--- src/rtl/aes_inv_key_sched_if.sv ---
// Stream and S-box port bundle for the reverse AES-128 key schedule.
// slave: the key-schedule block; master: the consumer/controller side.
interface aes_inv_key_sched_if;
    logic         start_in;
    logic [127:0] key_last_in;
    logic         rk_ready_in;
    logic         rk_valid_out;
    logic [127:0] rk_out;
    logic [3:0]   rk_round_out;
    logic         busy_out;
    logic         done_out;
    logic [31:0]  sbox_word_out;
    logic [31:0]  sbox_word_in;

    modport slave (
        input  start_in, key_last_in, rk_ready_in, sbox_word_in,
        output rk_valid_out, rk_out, rk_round_out, busy_out, done_out, sbox_word_out
    );

    modport master (
        output start_in, key_last_in, rk_ready_in, sbox_word_in,
        input  rk_valid_out, rk_out, rk_round_out, busy_out, done_out, sbox_word_out
    );
endinterface

--- src/rtl/aes_inv_key_sched.sv ---
// Reverse AES-128 key schedule: starting from the round-NR key, emits
// round keys NR..0 one per handshake, deriving each previous key with the
// inverse recurrence. SubWord is served by an external combinational S-box bank.
module aes_inv_key_sched #(
    parameter int unsigned NR = 10
) (
    input  logic                 clk,
    input  logic                 rst_n,
    aes_inv_key_sched_if.slave   bus
);

    typedef enum logic [1:0] {
        IDLE = 2'd0,
        EMIT = 2'd1,
        FIN  = 2'd2
    } state_t;

    state_t       state_q, state_d;
    logic [127:0] key_q, key_d;
    logic [3:0]   round_q, round_d;

    logic [31:0]  w0, w1, w2, w3;
    logic [31:0]  p0, p1, p2, p3;
    logic [7:0]   rcon;

    // Previous-key recurrence; the S-box request depends only on key_q,
    // so there is no combinational path from sbox_word_in back to the request.
    always_comb begin
        w0 = key_q[127:96];
        w1 = key_q[95:64];
        w2 = key_q[63:32];
        w3 = key_q[31:0];
        p3 = w3 ^ w2;
        p2 = w2 ^ w1;
        p1 = w1 ^ w0;
        unique case (round_q)
            4'd1:    rcon = 8'h01;
            4'd2:    rcon = 8'h02;
            4'd3:    rcon = 8'h04;
            4'd4:    rcon = 8'h08;
            4'd5:    rcon = 8'h10;
            4'd6:    rcon = 8'h20;
            4'd7:    rcon = 8'h40;
            4'd8:    rcon = 8'h80;
            4'd9:    rcon = 8'h1b;
            4'd10:   rcon = 8'h36;
            default: rcon = 8'h00;
        endcase
        p0 = w0 ^ bus.sbox_word_in ^ {rcon, 24'h0};
    end

    assign bus.sbox_word_out = {p3[23:0], p3[31:24]};
    assign bus.rk_valid_out  = (state_q == EMIT);
    assign bus.rk_out        = key_q;
    assign bus.rk_round_out  = round_q;
    assign bus.busy_out      = (state_q == EMIT);
    assign bus.done_out      = (state_q == FIN);

    // Next-state, key and round update.
    always_comb begin
        state_d = state_q;
        key_d   = key_q;
        round_d = round_q;
        unique case (state_q)
            IDLE: begin
                if (bus.start_in) begin
                    key_d   = bus.key_last_in;
                    round_d = 4'(NR);
                    state_d = EMIT;
                end
            end
            EMIT: begin
                if (bus.rk_ready_in) begin
                    if (round_q != 4'd0) begin
                        key_d   = {p0, p1, p2, p3};
                        round_d = round_q - 4'd1;
                    end else begin
                        state_d = FIN;
                    end
                end
            end
            FIN:     state_d = IDLE;
            default: state_d = IDLE;
        endcase
    end

    // State, key and round registers with asynchronous clear.
    always_ff @(posedge clk or negedge rst_n) begin
        if (!rst_n) begin
            state_q <= IDLE;
            key_q   <= '0;
            round_q <= '0;
        end else begin
            state_q <= state_d;
            key_q   <= key_d;
            round_q <= round_d;
        end
    end

endmodule

--- src/flat_wrapper.sv ---
// flat-port wrapper written by rule: the top's interface ports become plain ports
module aes_inv_key_sched_flat 
#(
    parameter int unsigned NR = 10
)
  (clk, rst_n, bus_start_in, bus_key_last_in, bus_rk_ready_in, bus_sbox_word_in, bus_rk_valid_out, bus_rk_out, bus_rk_round_out, bus_busy_out, bus_done_out, bus_sbox_word_out);
  aes_inv_key_sched_if bus_i ();
  input  logic clk;
  input  logic rst_n;
  input wire logic [$bits(bus_i.start_in)-1:0] bus_start_in;
  input wire logic [$bits(bus_i.key_last_in)-1:0] bus_key_last_in;
  input wire logic [$bits(bus_i.rk_ready_in)-1:0] bus_rk_ready_in;
  input wire logic [$bits(bus_i.sbox_word_in)-1:0] bus_sbox_word_in;
  output wire logic [$bits(bus_i.rk_valid_out)-1:0] bus_rk_valid_out;
  output wire logic [$bits(bus_i.rk_out)-1:0] bus_rk_out;
  output wire logic [$bits(bus_i.rk_round_out)-1:0] bus_rk_round_out;
  output wire logic [$bits(bus_i.busy_out)-1:0] bus_busy_out;
  output wire logic [$bits(bus_i.done_out)-1:0] bus_done_out;
  output wire logic [$bits(bus_i.sbox_word_out)-1:0] bus_sbox_word_out;
  assign bus_i.start_in = bus_start_in;
  assign bus_i.key_last_in = bus_key_last_in;
  assign bus_i.rk_ready_in = bus_rk_ready_in;
  assign bus_i.sbox_word_in = bus_sbox_word_in;
  assign bus_rk_valid_out = bus_i.rk_valid_out;
  assign bus_rk_out = bus_i.rk_out;
  assign bus_rk_round_out = bus_i.rk_round_out;
  assign bus_busy_out = bus_i.busy_out;
  assign bus_done_out = bus_i.done_out;
  assign bus_sbox_word_out = bus_i.sbox_word_out;
  aes_inv_key_sched #(.NR(NR)) u_core (.clk(clk), .rst_n(rst_n), .bus(bus_i));
endmodule
--- config.mk ---
export PLATFORM = sky130hd
export DESIGN_NAME = aes_inv_key_sched_flat
export DESIGN_NICKNAME = d
export VERILOG_FILES = /design/src/rtl/aes_inv_key_sched_if.sv /design/src/rtl/aes_inv_key_sched.sv /design/src/flat_wrapper.sv
export SDC_FILE = /design/constraint.sdc
export NUM_CORES = 1
export LEC_CHECK = 0
export ABC_AREA = 1
export CORE_MARGIN = 2
export CORE_UTILIZATION = 30
export CTS_BUF_LIST = sky130_fd_sc_hd__clkbuf_16
export DETAILED_ROUTE_END_ITERATION = 6
export HOLD_SLACK_MARGIN = 0.1
export SKIP_LAST_GASP = 1
export SLEW_MARGIN = 20
export SYNTH_ARGS = -nofsm -noshare
export SYNTH_HDL_FRONTEND = slang
export SYNTH_SLANG_ARGS = --single-unit
export TNS_END_PERCENT = 20
--- constraint.sdc ---
create_clock -name clk -period 1.5 [get_ports clk]
set_clock_uncertainty 0.05 [all_clocks]
set_input_delay 0.3 -clock clk [delete_from_list [all_inputs] [get_ports clk]]
set_output_delay 0.3 -clock clk [all_outputs]
set_load 0.05 [all_outputs]
==> impl_metrics.toml <==
[critical_path]
cp_num_buf_inv = 2
start_kind = "flop"
r2r-start = "u_core.state_q[1]$_DFFE_PN0P_"
cp-endpoint = "bus_rk_valid_out"
critPathMostFrequentCell = "buf_12"
cp.required_ps = 1150
rrSetupSlack_ps = -190
crit_family = "flip-flops"
cp_slowest_stage_delay_ps = 440
r2r_end = "u_core.bus.rk_out[72]$_DFFE_PN0P_"
path_cells = "nor2_4 -> buf_12 -> buf_12"
cp_max_fo = 4
crit_start = "u_core.state_q[1]$_DFFE_PN0P_"
critical_path.endpoint_type = "primary output"
crit_type = "flop to primary output"
worst_path_max_delay_cell = "dfrtp_2"
cp.depth = 3
worstRegToRegCells = 7
arrival_ps = 1360

[route]
route.detailed.drc = 0
drtPass1Iterations = 5
wl_per_cell_um = 14.8
vias_per_cell = 4.47
drt_wl_total_um = 31500
vias = 9502
ant_nets = 0
first_iter_violations = 536

[logic_synthesis]
yosysSeqAreaShare = 0.398
synthesis.area_um2 = 8440
synth.avg_cell_area_um2 = 6.49
yosys.cell_types.count = 24
ys_ff_latch = 134
syn-num-nets = 1468
synth_warnings = 0
syn_inst = 1299

[floorplan]
core_area_um2 = 27700
floorplan.initialDensity = 0.304
die_w_um = 172
rows = 61
dieArea_um2 = 29500
ios = 331
die_y_um = 172

[clock_network]
cts.sinks = 134
clockBufferDepth = 2
cts.clk_slew.worst_paths_ps = 60
cts_inserted_buffers = 17
cts_tree = "yes"
insertion_delay_ps = 420
clockRootBuffer = "clkbuf_16"
h-tree-depth = 4

[layout]
drive_above_1_share = 0.273
antennaDiodeCount = 0
area_growth_pct = 88.6
seq_area_um2 = 3410
finalNetCount = 1902
multi_input_area_um2 = 4430
num-fill-cells = 2507

[placement]
place_ws_ps = -371
hpwl_um = 22500
portBuffers = 330
place_congestion = 0.812

[run_status]
status = "finished, violations left"
violations = "negative setup slack"

[flow_run]
cap_violations = 0

[global_routing]
grt_antenna_before_repair = 1
grt_use_total = 0.210
grt_overflow = 0
grt_pass1_wl_um = 48400
grt_max_degree = 46
grt_pass1_vias = 9163

[sta]
final_hold_viol_count = 0
rsz0062_at_grt = "yes"
maxSlewHeadroom = 0.786
min_period_ps = 1710
drv_slew = 0
max_freq_mhz = 583
timing.final.crit_share = 1.14
tightest_slew_ps = 321
worst_slack_ps = -214
setup_viol = 177

[hold_path]
hold_path_class = "input port to async pin"
-- routing by layer --
metal	track usage	vias up	wire, um
li1	-	4845	-
met1	0.250	4362	13100
met2	0.363	267	15500
met3	0.0727	28	2480
met4	0.0505	0	514
met5	0	-	0
-- worst min path at each step --
stage | startpoint | endpoint
after global routing | rst_n | u_core.bus.rk_out[118]$_DFFE_PN0P_
after floorplan | rst_n | u_core.bus.rk_out[0]$_DFFE_PN0P_
final | rst_n | u_core.bus.rk_out[118]$_DFFE_PN0P_
after detailed placement | rst_n | u_core.bus.rk_out[88]$_DFFE_PN0P_
after global placement | rst_n | u_core.bus.rk_out[118]$_DFFE_PN0P_
after CTS | rst_n | u_core.bus.rk_out[118]$_DFFE_PN0P_
-- sequential cells by signal, indices dropped and copies added, names as in the netlist --
| signal | cells |
|---|---|
| u_core.bus.rk_out | 128 |
| u_core.bus.rk_round_out | 4 |
| u_core.state_q | 2 |
-- layout by cell type (no fill, tap or decap), types with 2 or more instances in the layout --
cell / n
inv_1: 131
clkinv_1: 3
clkinvlp_4: 5
or2_2: 26
nor2_4: 4
dfrtp_1: 89
inv_6: 6
nand2_1: 619
nand2_2: 3
ha_1: 4
xnor2_2: 28
xnor2_1: 5
buf_6: 4
inv_4: 2
buf_16: 3
a21oi_1: 2
clkbuf_16: 19
o21ai_1: 92
nand3_2: 2
buf_4: 110
clkinv_4: 2
clkdlybuf4s50_1: 162
nand3_1: 109
buf_8: 6
nor2_1: 18
buf_12: 184
inv_2: 22
dfrtp_2: 45
o21ai_0: 32
-- kinds of logic after synthesis --
kind of cell | Yosys count | synth area share
AOI/OAI and AO/OA | 127 | 0.0753
xor gates and xnor gates | 33 | 0.0343
adders and majority gates | 5 | 0.00742
buffers and inverters | 216 | 0.110
DFF | 134 | 0.398
and+or+nand+nor | 784 | 0.376
-- cell usage after synthesis --
cell type	count	share of area
o21ai_0	38	0.023
buf_2	26	0.015
ha_1	5	0.0074
nor2_1	20	0.0089
or2_2	26	0.019
inv_1	151	0.067
o21ai_1	87	0.052
nor2_2	1	0.00074
nand3_1	111	0.066
buf_4	9	0.0080
buf_1	1	0.00044
nand2_4	1	0.0013
clkinv_1	1	0.00044
buf_6	6	0.0080
nand3b_1	1	0.00089
nand2_1	622	0.28
inv_4	1	0.00074
dfrtp_1	134	0.40
nand4_1	1	0.00074
xnor2_1	33	0.034
clkbuf_1	17	0.0076
a21oi_1	2	0.0012
inv_2	4	0.0018
nor2_4	1	0.0013
-- what timing repair did --
| item | in CTS | in global routing |
|---|---|---|
| setup buffers | 59 | 6 |
| cloned | 3 | 3 |
| setup endpoints to repair | 173 | 231 |
| endpoints found under the hold margin | 134 | 0 |
| pin swaps | 27 | 8 |
| hold buffers | 1 | 0 |
| resized for setup | 102 | 32 |
-- area by class of cell --
class / instances / share of cell area
clock inverter: 15 / 0.00668
timing repair buffer: 473 / 0.405
multi-input combinational: 949 / 0.278
tap: 378 / 0.0297
clock buffer: 17 / 0.0267
inverter: 157 / 0.0387
timing repair inverter: 1 / 0.000550
sequential: 134 / 0.214
-- through the flow --
| step | area [um2] | hold slack [ps] | TNS (ps) | utilization | instances |
|---|---|---|---|---|---|
| global placement | 14300 | 157 | -39830 | 0.516 | 2022 |
| global route | 15900 | 310 | -29720 | 0.574 | 2124 |
| finish | 15900 | 291 | -16630 | 0.574 | 2124 |
| detailed placement | 14300 | 161 | -40090 | 0.516 | 2022 |
| CTS | 15700 | 276 | -21340 | 0.567 | 2116 |
| floorplan | 8560 | -45.6 | -15510 | - | 1299 |
-- worst register-to-register path, cell delays in order, from the launching register on --
cell and delay (ps):
dfrtp_2 440, nor2_4 230, nand2_1 120, nand2_2 130, nand2_8 110, inv_16 130, bufbuf_16 310, o21ai_1 60
Power is not shown: default switching activity piles up to over one toggle a cycle in this logic, so the estimate is an artifact.
